## src/rtl/accel_mem_request_master_if.sv

```systemverilog
// Request/response port and Avalon-MM bridge bus of the accelerator memory request master.
// The master modport is the DUT view and the slave modport is the environment view.
interface accel_mem_request_master_if;
    localparam int unsigned ADDR_W  = 32;
    localparam int unsigned DATA_W  = 64;
    localparam int unsigned CMD_W   = 128;

    logic              req_valid;
    logic              req_ready;
    logic              req_write;
    logic [1:0]        req_size;
    logic [ADDR_W-1:0] req_addr;
    logic [DATA_W-1:0] req_wdata;

    logic              rsp_valid;
    logic [DATA_W-1:0] rsp_rdata;
    logic              rsp_err;

    logic              avm_bridge_address;
    logic              avm_bridge_read;
    logic              avm_bridge_write;
    logic [CMD_W-1:0]  avm_bridge_writedata;
    logic [CMD_W-1:0]  avm_bridge_readdata;
    logic              avm_bridge_waitrequest;

    modport master (
        input  req_valid, req_write, req_size, req_addr, req_wdata,
        output req_ready,
        output rsp_valid, rsp_rdata, rsp_err,
        output avm_bridge_address, avm_bridge_read, avm_bridge_write, avm_bridge_writedata,
        input  avm_bridge_readdata, avm_bridge_waitrequest
    );

    modport slave (
        output req_valid, req_write, req_size, req_addr, req_wdata,
        input  req_ready,
        input  rsp_valid, rsp_rdata, rsp_err,
        input  avm_bridge_address, avm_bridge_read, avm_bridge_write, avm_bridge_writedata,
        output avm_bridge_readdata, avm_bridge_waitrequest
    );
endinterface

```

## src/rtl/accel_mem_request_master.sv

```systemverilog
// Single-outstanding accelerator request master: packs requests into the bridge command word
// and runs one Avalon-MM cycle each. Optional ISSUE timeout is enabled by ACCEL_REQ_TIMEOUT_EN.
module accel_mem_request_master #(
    parameter int unsigned TIMEOUT_CYCLES = 256
) (
    input logic                        clk,
    input logic                        reset,
    accel_mem_request_master_if.master bus
);
    localparam int unsigned DATA_W = 64;
    localparam int unsigned CMD_W  = 128;

    typedef struct packed {
        logic [28:0]       rsvd;
        logic              sz64;
        logic              sz16;
        logic              sz8;
        logic [DATA_W-1:0] wdata;
        logic              addr_hi;
        logic [30:0]       addr;
    } cmd_t;

    typedef enum logic [1:0] {
        IDLE  = 2'd0,
        ISSUE = 2'd1,
        RESP  = 2'd2
    } state_e;

    if (TIMEOUT_CYCLES < 1) begin : g_param_chk
        $error("TIMEOUT_CYCLES must be at least 1");
    end

    state_e            state_q, state_d;
    logic              req_ready_q, req_ready_d;
    logic              rsp_valid_q, rsp_valid_d;
    logic              rsp_err_q, rsp_err_d;
    logic [DATA_W-1:0] rsp_rdata_q, rsp_rdata_d;
    logic              read_q, read_d;
    logic              write_q, write_d;
    cmd_t              cmd_q, cmd_d;
    cmd_t              cmd_c;
    logic              misaligned_c;
    logic [DATA_W-1:0] rdata_masked_c;
    logic              unused_ok_c;

`ifdef ACCEL_REQ_TIMEOUT_EN
    localparam int unsigned CNT_W = $clog2(TIMEOUT_CYCLES + 1);
    logic [CNT_W-1:0]  cnt_q, cnt_d;
`endif

    assign unused_ok_c = ^{bus.avm_bridge_readdata[CMD_W-1:DATA_W], bus.req_addr[31]};

    // Command word and alignment check for the request on the port this cycle
    always_comb begin
        cmd_c         = '0;
        cmd_c.addr    = bus.req_addr[30:0];
        cmd_c.wdata   = bus.req_write ? bus.req_wdata : '0;
        cmd_c.sz8     = (bus.req_size == 2'd0);
        cmd_c.sz16    = (bus.req_size == 2'd1);
        cmd_c.sz64    = (bus.req_size == 2'd3);
        misaligned_c  = ((bus.req_size == 2'd1) &&  bus.req_addr[0])   ||
                        ((bus.req_size == 2'd2) && |bus.req_addr[1:0]) ||
                        ((bus.req_size == 2'd3) && |bus.req_addr[2:0]);
    end

    // Read data masked to the size latched in the command word
    always_comb begin
        rdata_masked_c = bus.avm_bridge_readdata[DATA_W-1:0];
        if (cmd_q.sz8) begin
            rdata_masked_c = DATA_W'(bus.avm_bridge_readdata[7:0]);
        end else if (cmd_q.sz16) begin
            rdata_masked_c = DATA_W'(bus.avm_bridge_readdata[15:0]);
        end else if (!cmd_q.sz64) begin
            rdata_masked_c = DATA_W'(bus.avm_bridge_readdata[31:0]);
        end
    end

    always_comb begin
        state_d     = state_q;
        req_ready_d = 1'b0;
        rsp_valid_d = 1'b0;
        rsp_err_d   = 1'b0;
        rsp_rdata_d = '0;
        read_d      = read_q;
        write_d     = write_q;
        cmd_d       = cmd_q;
`ifdef ACCEL_REQ_TIMEOUT_EN
        cnt_d       = '0;
`endif
        case (state_q)
            IDLE: begin
                req_ready_d = 1'b1;
                if (bus.req_valid && req_ready_q) begin
                    req_ready_d = 1'b0;
                    if (misaligned_c) begin
                        state_d     = RESP;
                        rsp_valid_d = 1'b1;
                        rsp_err_d   = 1'b1;
                    end else begin
                        state_d = ISSUE;
                        cmd_d   = cmd_c;
                        read_d  = !bus.req_write;
                        write_d = bus.req_write;
                    end
                end
            end
            ISSUE: begin
                if (!bus.avm_bridge_waitrequest) begin
                    state_d     = RESP;
                    read_d      = 1'b0;
                    write_d     = 1'b0;
                    rsp_valid_d = 1'b1;
                    rsp_rdata_d = read_q ? rdata_masked_c : '0;
                end
`ifdef ACCEL_REQ_TIMEOUT_EN
                else if (cnt_q == CNT_W'(TIMEOUT_CYCLES - 1)) begin
                    state_d     = RESP;
                    read_d      = 1'b0;
                    write_d     = 1'b0;
                    rsp_valid_d = 1'b1;
                    rsp_err_d   = 1'b1;
                end else begin
                    cnt_d = cnt_q + CNT_W'(1);
                end
`endif
            end
            RESP: begin
                state_d     = IDLE;
                req_ready_d = 1'b1;
            end
            default: begin
                state_d     = IDLE;
                req_ready_d = 1'b1;
                read_d      = 1'b0;
                write_d     = 1'b0;
            end
        endcase
    end

    always_ff @(posedge clk) begin
        if (reset) begin
            state_q     <= IDLE;
            req_ready_q <= 1'b1;
            rsp_valid_q <= 1'b0;
            rsp_err_q   <= 1'b0;
            rsp_rdata_q <= '0;
            read_q      <= 1'b0;
            write_q     <= 1'b0;
            cmd_q       <= '0;
`ifdef ACCEL_REQ_TIMEOUT_EN
            cnt_q       <= '0;
`endif
        end else begin
            state_q     <= state_d;
            req_ready_q <= req_ready_d;
            rsp_valid_q <= rsp_valid_d;
            rsp_err_q   <= rsp_err_d;
            rsp_rdata_q <= rsp_rdata_d;
            read_q      <= read_d;
            write_q     <= write_d;
            cmd_q       <= cmd_d;
`ifdef ACCEL_REQ_TIMEOUT_EN
            cnt_q       <= cnt_d;
`endif
        end
    end

    assign bus.req_ready            = req_ready_q;
    assign bus.rsp_valid            = rsp_valid_q;
    assign bus.rsp_err              = rsp_err_q;
    assign bus.rsp_rdata            = rsp_rdata_q;
    assign bus.avm_bridge_address   = 1'b0;
    assign bus.avm_bridge_read      = read_q;
    assign bus.avm_bridge_write     = write_q;
    assign bus.avm_bridge_writedata = cmd_q;
endmodule
```

## src/flat_wrapper.sv

```systemverilog
// flat-port wrapper written by rule: the top's interface ports become plain ports
module accel_mem_request_master_flat 
#(
    parameter int unsigned TIMEOUT_CYCLES = 256
)
  (clk, reset, bus_req_valid, bus_req_write, bus_req_size, bus_req_addr, bus_req_wdata, bus_req_ready, bus_rsp_valid, bus_rsp_rdata, bus_rsp_err, bus_avm_bridge_address, bus_avm_bridge_read, bus_avm_bridge_write, bus_avm_bridge_writedata, bus_avm_bridge_readdata, bus_avm_bridge_waitrequest);
  accel_mem_request_master_if bus_i ();
  input logic clk;
  input logic reset;
  input wire logic [$bits(bus_i.req_valid)-1:0] bus_req_valid;
  input wire logic [$bits(bus_i.req_write)-1:0] bus_req_write;
  input wire logic [$bits(bus_i.req_size)-1:0] bus_req_size;
  input wire logic [$bits(bus_i.req_addr)-1:0] bus_req_addr;
  input wire logic [$bits(bus_i.req_wdata)-1:0] bus_req_wdata;
  output wire logic [$bits(bus_i.req_ready)-1:0] bus_req_ready;
  output wire logic [$bits(bus_i.rsp_valid)-1:0] bus_rsp_valid;
  output wire logic [$bits(bus_i.rsp_rdata)-1:0] bus_rsp_rdata;
  output wire logic [$bits(bus_i.rsp_err)-1:0] bus_rsp_err;
  output wire logic [$bits(bus_i.avm_bridge_address)-1:0] bus_avm_bridge_address;
  output wire logic [$bits(bus_i.avm_bridge_read)-1:0] bus_avm_bridge_read;
  output wire logic [$bits(bus_i.avm_bridge_write)-1:0] bus_avm_bridge_write;
  output wire logic [$bits(bus_i.avm_bridge_writedata)-1:0] bus_avm_bridge_writedata;
  input wire logic [$bits(bus_i.avm_bridge_readdata)-1:0] bus_avm_bridge_readdata;
  input wire logic [$bits(bus_i.avm_bridge_waitrequest)-1:0] bus_avm_bridge_waitrequest;
  assign bus_i.req_valid = bus_req_valid;
  assign bus_i.req_write = bus_req_write;
  assign bus_i.req_size = bus_req_size;
  assign bus_i.req_addr = bus_req_addr;
  assign bus_i.req_wdata = bus_req_wdata;
  assign bus_req_ready = bus_i.req_ready;
  assign bus_rsp_valid = bus_i.rsp_valid;
  assign bus_rsp_rdata = bus_i.rsp_rdata;
  assign bus_rsp_err = bus_i.rsp_err;
  assign bus_avm_bridge_address = bus_i.avm_bridge_address;
  assign bus_avm_bridge_read = bus_i.avm_bridge_read;
  assign bus_avm_bridge_write = bus_i.avm_bridge_write;
  assign bus_avm_bridge_writedata = bus_i.avm_bridge_writedata;
  assign bus_i.avm_bridge_readdata = bus_avm_bridge_readdata;
  assign bus_i.avm_bridge_waitrequest = bus_avm_bridge_waitrequest;
  accel_mem_request_master #(.TIMEOUT_CYCLES(TIMEOUT_CYCLES)) u_core (.clk(clk), .reset(reset), .bus(bus_i));
endmodule
```

## config.mk

```make
export PLATFORM = sky130hd
export DESIGN_NAME = accel_mem_request_master_flat
export DESIGN_NICKNAME = d
export VERILOG_FILES = /design/src/rtl/accel_mem_request_master_if.sv /design/src/rtl/accel_mem_request_master.sv /design/src/flat_wrapper.sv
export SDC_FILE = /design/constraint.sdc
export NUM_CORES = 1
export LEC_CHECK = 0
export ABC_AREA = 1
export BUFFER_PORTS_ARGS = -buffer_cell sky130_fd_sc_hd__buf_4
export CAP_MARGIN = 20
export CORE_AREA = 4 4 164 166
export DETAILED_ROUTE_END_ITERATION = 12
export DIE_AREA = 0 0 168 170
export HOLD_SLACK_MARGIN = 0.1
export SLEW_MARGIN = 10
export SYNTH_ARGS = -nofsm -noshare
export SYNTH_HDL_FRONTEND = slang
export SYNTH_SLANG_ARGS = --single-unit
```

## constraint.sdc

```tcl
create_clock -name clk -period 1.6 [get_ports clk]
set_input_delay 0.16 -clock clk [delete_from_list [all_inputs] [get_ports clk]]
set_output_delay 0.16 -clock clk [all_outputs]
set_load 0.01 [all_outputs]
```

---- Word level (Yosys, flattened, before mapping) ----
Index checks and enable logic that the tools add are counted.
cells by class
  equal/unequal tests ..................... 8
  muxes and demuxes ....................... 19
  bitwise logic cells ..................... 6
  reductions and logical operators ........ 19
operator list
  cell                                                              count
  64-bit 2-to-1 mux                                                 1
  1-bit 2-to-1 mux                                                  9
  8-bit 2-to-1 mux                                                  1
  7-bit OR reduction                                                1
  2-bit == test (second input constant)                             3
  2-bit 2-to-1 mux                                                  3
  1-bit NOT                                                         6
  1-bit one-hot mux with 3 select lines                             2
  6-bit OR reduction                                                1
  5-bit OR reduction                                                1
  2-bit by 1-bit == test with 1-bit output (second input constant)  2
  1-bit logical AND                                                 4
  2-bit logical NOT                                                 2
  2-bit != test (second input constant)                             2
  1-bit one-hot mux with 2 select lines                             2
  2-bit one-hot mux with 2 select lines                             1
  4-bit AND reduction                                               1
  2-bit OR reduction                                                2
  4-bit OR reduction                                                1
  3-bit AND reduction                                               1
  3-bit OR reduction                                                1
  1-bit logical OR                                                  2
  2-bit by 1-bit != test with 1-bit output (second input constant)  1
  2-bit AND reduction                                               1
  1-bit logical NOT                                                 1
word-level totals
  flip-flop bits (word level) ............. 169
  input bits .............................. 231
  output and inout port bits .............. 198
  word-level logic and storage cells ...... 67

---- Logic depth before layout (Yosys ltp) ----
  depth after elaboration ................. 7
  depth in mapped cells ................... 10
  gate-level depth less buffers ........... 9

---- Worst setup path after synthesis ----
OpenSTA, ideal clock, no wires.
  path type ............................... reg2reg
  from .................................... reg u_core.state_q[0]
  to ...................................... reg u_core.cmd_q (netlist bit u_core.bus.avm_bridge_writedata[49])
  library setup time ...................... 0.113 ns
  arrival ................................. 1.227 ns
  required time ........................... 1.487 ns
  setup slack ............................. 0.261 ns
  stages on the path, launching flop included .. 7
  path buffers ............................ 2
  clock period less this slack ............ 1.339 ns
  cells stage by stage .................... dfxtp_1 > nor2_1 > nand3_2 > buf_4 > buf_2 > nor2_1 > nor2_1
on the way
  word-level cells in the longest chain between the ends .. 2
RTL lines
  what                                  line                             text
  from (decl)                           accel_mem_request_master.sv:33   state_e state_q, state_d;
  from (signal assigned)                accel_mem_request_master.sv:154  state_q <= state_d;
  2-bit logical NOT                     accel_mem_request_master.sv:90   case (state_q)
  3-bit AND reduction (no source line)  -
  to (signal assigned)                  accel_mem_request_master.sv:161  cmd_q <= cmd_d;
  to (decl)                             accel_mem_request_master.sv:40   cmd_t cmd_q, cmd_d;
No other way between the ends.
A chain may end at the register's enable or synchronous reset.

---- Worst setup path in the final report ----
  from .................................... in bus_req_addr[2]
  to ...................................... reg u_core.cmd_q (netlist bit u_core.bus.avm_bridge_writedata[20])
on the way
  word-level cells in the longest chain between the ends .. 5
RTL lines
  what                                  line                            text
  from (decl)                           flat_wrapper.sv:13              input wire logic [$bits(bus_i.req_addr)-1:0] bus_req_addr;
  3-bit OR reduction                    accel_mem_request_master.sv:63  ((bus.req_size == 2'd3) && |bus.req_addr[2:0]);
  1-bit logical AND                     accel_mem_request_master.sv:63
  1-bit logical OR                      accel_mem_request_master.sv:62  ((bus.req_size == 2'd2) && |bus.req_addr[1:0]) ||
  1-bit NOT (no source line)            -
  3-bit AND reduction (no source line)  -
No other way between the ends.

==> results.json <==
{
  "status": "finished clean",
  "design.final.nets": 1775,
  "setup.worst_path.end_class": "flop",
  "wire_length_of_the_first_global_routing_pass_um": 35800,
  "final_count_of_hold_timing_violations": 0,
  "routed-wl-met2_um": 12900,
  "cap_viol_max_count": 0,
  "preCtsSetupSlack_ps": 160,
  "cts-root-buf": "sky130_fd_sc_hd__clkbuf_16",
  "final_layout_size_suffix_gt1_share_pct": 26.1,
  "netlist_instances": 1049,
  "arrival_worst_endpoint_ps": 1830,
  "number_of_endpoints_failing_setup_at_the_final_stage": 0,
  "wl_met1_um": 10300,
  "routed_wire_length_per_instance_um": 13.6,
  "design_power_total_mw": 11.7,
  "drtPass1Iterations": 5,
  "grt_setup_unrepaired": "no",
  "design.die.area_um2": 28600,
  "critical_path.startpoint_type": "input port",
  "synth-seq-cells": 169,
  "drt_wl_total_um": 25800,
  "synth-warning-count": 0,
  "final.setup_skew_ps": 14.0,
  "min-delay-path-class": "input port to flop",
  "timing.final.ws_setup_ps": 82.4,
  "synth.avg_cell_area_um2": 6.63,
  "fillCellCount": 2450,
  "drt_first_iter_violations": 316,
  "avgViaCountPerCell": 3.93,
  "design.portCount": 429,
  "cts-root-to-sink-buffers": 2,
  "netlist_area_before_placement_um2": 6950,
  "clkSinkCount": 169,
  "layout-area-overhead-vs-synth_pct": 76.2,
  "gr-total-overflow": 0,
  "dieHeight_um": 170,
  "initial_antenna_violation_count": 2,
  "floorplan.initialDensity_pct": 27.1,
  "total_length_of_routed_met3_wires_um": 1810,
  "gp_congestion": 0.829,
  "cts_made_buffers": 17,
  "synthDistinctLibCells": 20,
  "clock_insertion_delay_worst_skew_ps": 420,
  "ant_nets": 0,
  "cts_max_level": 4,
  "setup.worst_path.class": "input port to flop",
  "layout_commonest_cell": "sky130_fd_sc_hd__buf_4",
  "period_needed_ps": 1520,
  "netlist.top_cell.by_area": "sky130_fd_sc_hd__dfxtp_1",
  "io_buffers": 332,
  "gr-usage-all-layers_pct": 15.5,
  "synth_area_leaders": "sky130_fd_sc_hd__dfxtp_1 49%, sky130_fd_sc_hd__nand2_1 15%, sky130_fd_sc_hd__nor2_1 14%",
  "holdWs_ps": 123,
  "layout_worst_path_cycle_share_pct": 94.9,
  "placementRows": 59,
  "dpl.hpwl_um": 15300,
  "layout_common_cells": "337 x sky130_fd_sc_hd__buf_4, 274 x sky130_fd_sc_hd__nand2_1, 254 x sky130_fd_sc_hd__nor2_1, 234 x sky130_fd_sc_hd__inv_1, 169 x sky130_fd_sc_hd__dfxtp_1",
  "fraction_of_synthesized_cell_area_taken_by_the_top_area_cell_type_pct": 48.7,
  "highest_layer": "met4",
  "timing_max_transition_violations_final": 0,
  "power.leakage_nw": 7.03,
  "critical_path_peak_fanout": 25,
  "vdd_drop_max_uv": 596,
  "grt_max_degree": 101,
  "yosysSeqAreaShare_pct": 48.7,
  "finalSetupTns_ps": 0,
  "clk_pin_slew_worst_paths_ps": 70,
  "drt_drc_violations_left": 0,
  "crit_required_ps": 1910,
  "detailroute.via_count": 7446,
  "power_density_normalized_to_cell_area_nw_per_um2": 956,
  "timing.fmax_ghz": 0.659,
  "die_x_um": 168,
  "cts_tree": "built",
  "core_um2": 25600,
  "first_global_vias": 7103
}
[sequential cells by signal, indices dropped and copies added (netlist names)]
| name | count |
|---|---|
| u_core.bus.rsp_err | 1 |
| u_core.bus.rsp_valid | 1 |
| u_core.bus.req_ready | 1 |
| u_core.bus.avm_bridge_write | 1 |
| u_core.bus.rsp_rdata | 64 |
| u_core.state_q | 2 |
| u_core.bus.avm_bridge_writedata | 98 |
| u_core.bus.avm_bridge_read | 1 |
[per-stage QoR]
stage | utilization [%] | instance area, um^2 | instances
after detailed placement | 37.7 | 9660 | 1682
after floorplan | - | 7070 | 1079
after CTS | 46.4 | 11900 | 1875
after global routing | 47.8 | 12200 | 1894
after global placement | 37.7 | 9660 | 1682
final | 47.8 | 12200 | 1894
[worst paths after layout]
check | start | to | slack (ps) | cells after the start
min reg2reg | u_core.bus.avm_bridge_write$_SDFFE_PP0P_ | u_core.bus.avm_bridge_write$_SDFFE_PP0P_ | 460 | 2
max reg2reg | u_core.state_q[0]$_SDFFE_PP0P_ | u_core.bus.avm_bridge_writedata[20]$_SDFFE_PP0P_ | 160 | 6
max | bus_req_addr[2] | u_core.bus.avm_bridge_writedata[20]$_SDFFE_PP0P_ | 80 | 10
min | bus_req_wdata[37] | u_core.bus.avm_bridge_writedata[69]$_SDFFE_PP0P_ | 120 | 5
[kinds of logic (layout without fill, tap and decap cells)]
group | after synthesis | after routing | share of synthesized area, %
other | 1 | 33 | 0.0539
and+or+nand+nor | 559 | 559 | 31.1
AOI/OAI and AO/OA | 6 | 6 | 0.432
buffers and inverters | 314 | 792 | 19.7
DFF | 169 | 169 | 48.7
[synth_stat cells]
cell                         n
sky130_fd_sc_hd__a21oi_1     3
sky130_fd_sc_hd__buf_1       6
sky130_fd_sc_hd__buf_2      15
sky130_fd_sc_hd__buf_4      32
sky130_fd_sc_hd__buf_6       7
sky130_fd_sc_hd__clkbuf_1   16
sky130_fd_sc_hd__conb_1      1
sky130_fd_sc_hd__dfxtp_1   169
sky130_fd_sc_hd__inv_1     235
sky130_fd_sc_hd__inv_2       3
sky130_fd_sc_hd__nand2_1   278
sky130_fd_sc_hd__nand3_1     4
sky130_fd_sc_hd__nand3_2     1
sky130_fd_sc_hd__nand4_1    13
sky130_fd_sc_hd__nand4_2     1
sky130_fd_sc_hd__nor2_1    254
sky130_fd_sc_hd__nor2_2      4
sky130_fd_sc_hd__nor3_1      4
sky130_fd_sc_hd__o21ai_0     1
sky130_fd_sc_hd__o21ai_1     2
[per-layer routing]
layer  vias to the layer above  global-route usage [%]
li1                       3872                       -
met1                      3263                    17.1
met2                       268                    28.0
met3                        43                    4.55
met4                         0                    6.18
met5                         -                       0
[area by class of cell]
| class | instances | area, um^2 | area share [%] |
|---|---|---|---|
| Clock buffer | 19 | 433 | 3.53 |
| Inverter | 238 | 895 | 7.30 |
| Antenna cell | 2 | 5.00 | 0.0409 |
| Multi-Input combinational cell | 596 | 2340 | 19.1 |
| Clock inverter | 13 | 185 | 1.51 |
| Sequential cell | 169 | 3380 | 27.6 |
| Timing Repair Buffer | 522 | 4590 | 37.4 |
| Tap cell | 335 | 419 | 3.42 |
[what timing repair did]
item                                   CTS  global route
setup endpoints to repair                0            96
hold buffers                           161             0
gates resized for setup                  0            20
setup buffers                            0             4
endpoints found under the hold margin  163             0
[power breakdown]
part | internal (mW) | switching (mW) | leakage, nW
clock | 2.51 | 1.87 | 0.293
combinational | 1.37 | 1.32 | 5.36
sequential | 4.49 | 0.152 | 1.38
[worst max-delay path, stage by stage]
cell	delay, ps
sky130_fd_sc_hd__dlygate4sd3_1	550
sky130_fd_sc_hd__buf_4	150
sky130_fd_sc_hd__inv_1	80
sky130_fd_sc_hd__a21oi_2	60
sky130_fd_sc_hd__nor2_2	150
sky130_fd_sc_hd__nand3_4	130
sky130_fd_sc_hd__buf_6	180
sky130_fd_sc_hd__buf_8	180
sky130_fd_sc_hd__nor2_1	110
sky130_fd_sc_hd__nor2_1	60
Power figures use the tool's default switching activity.
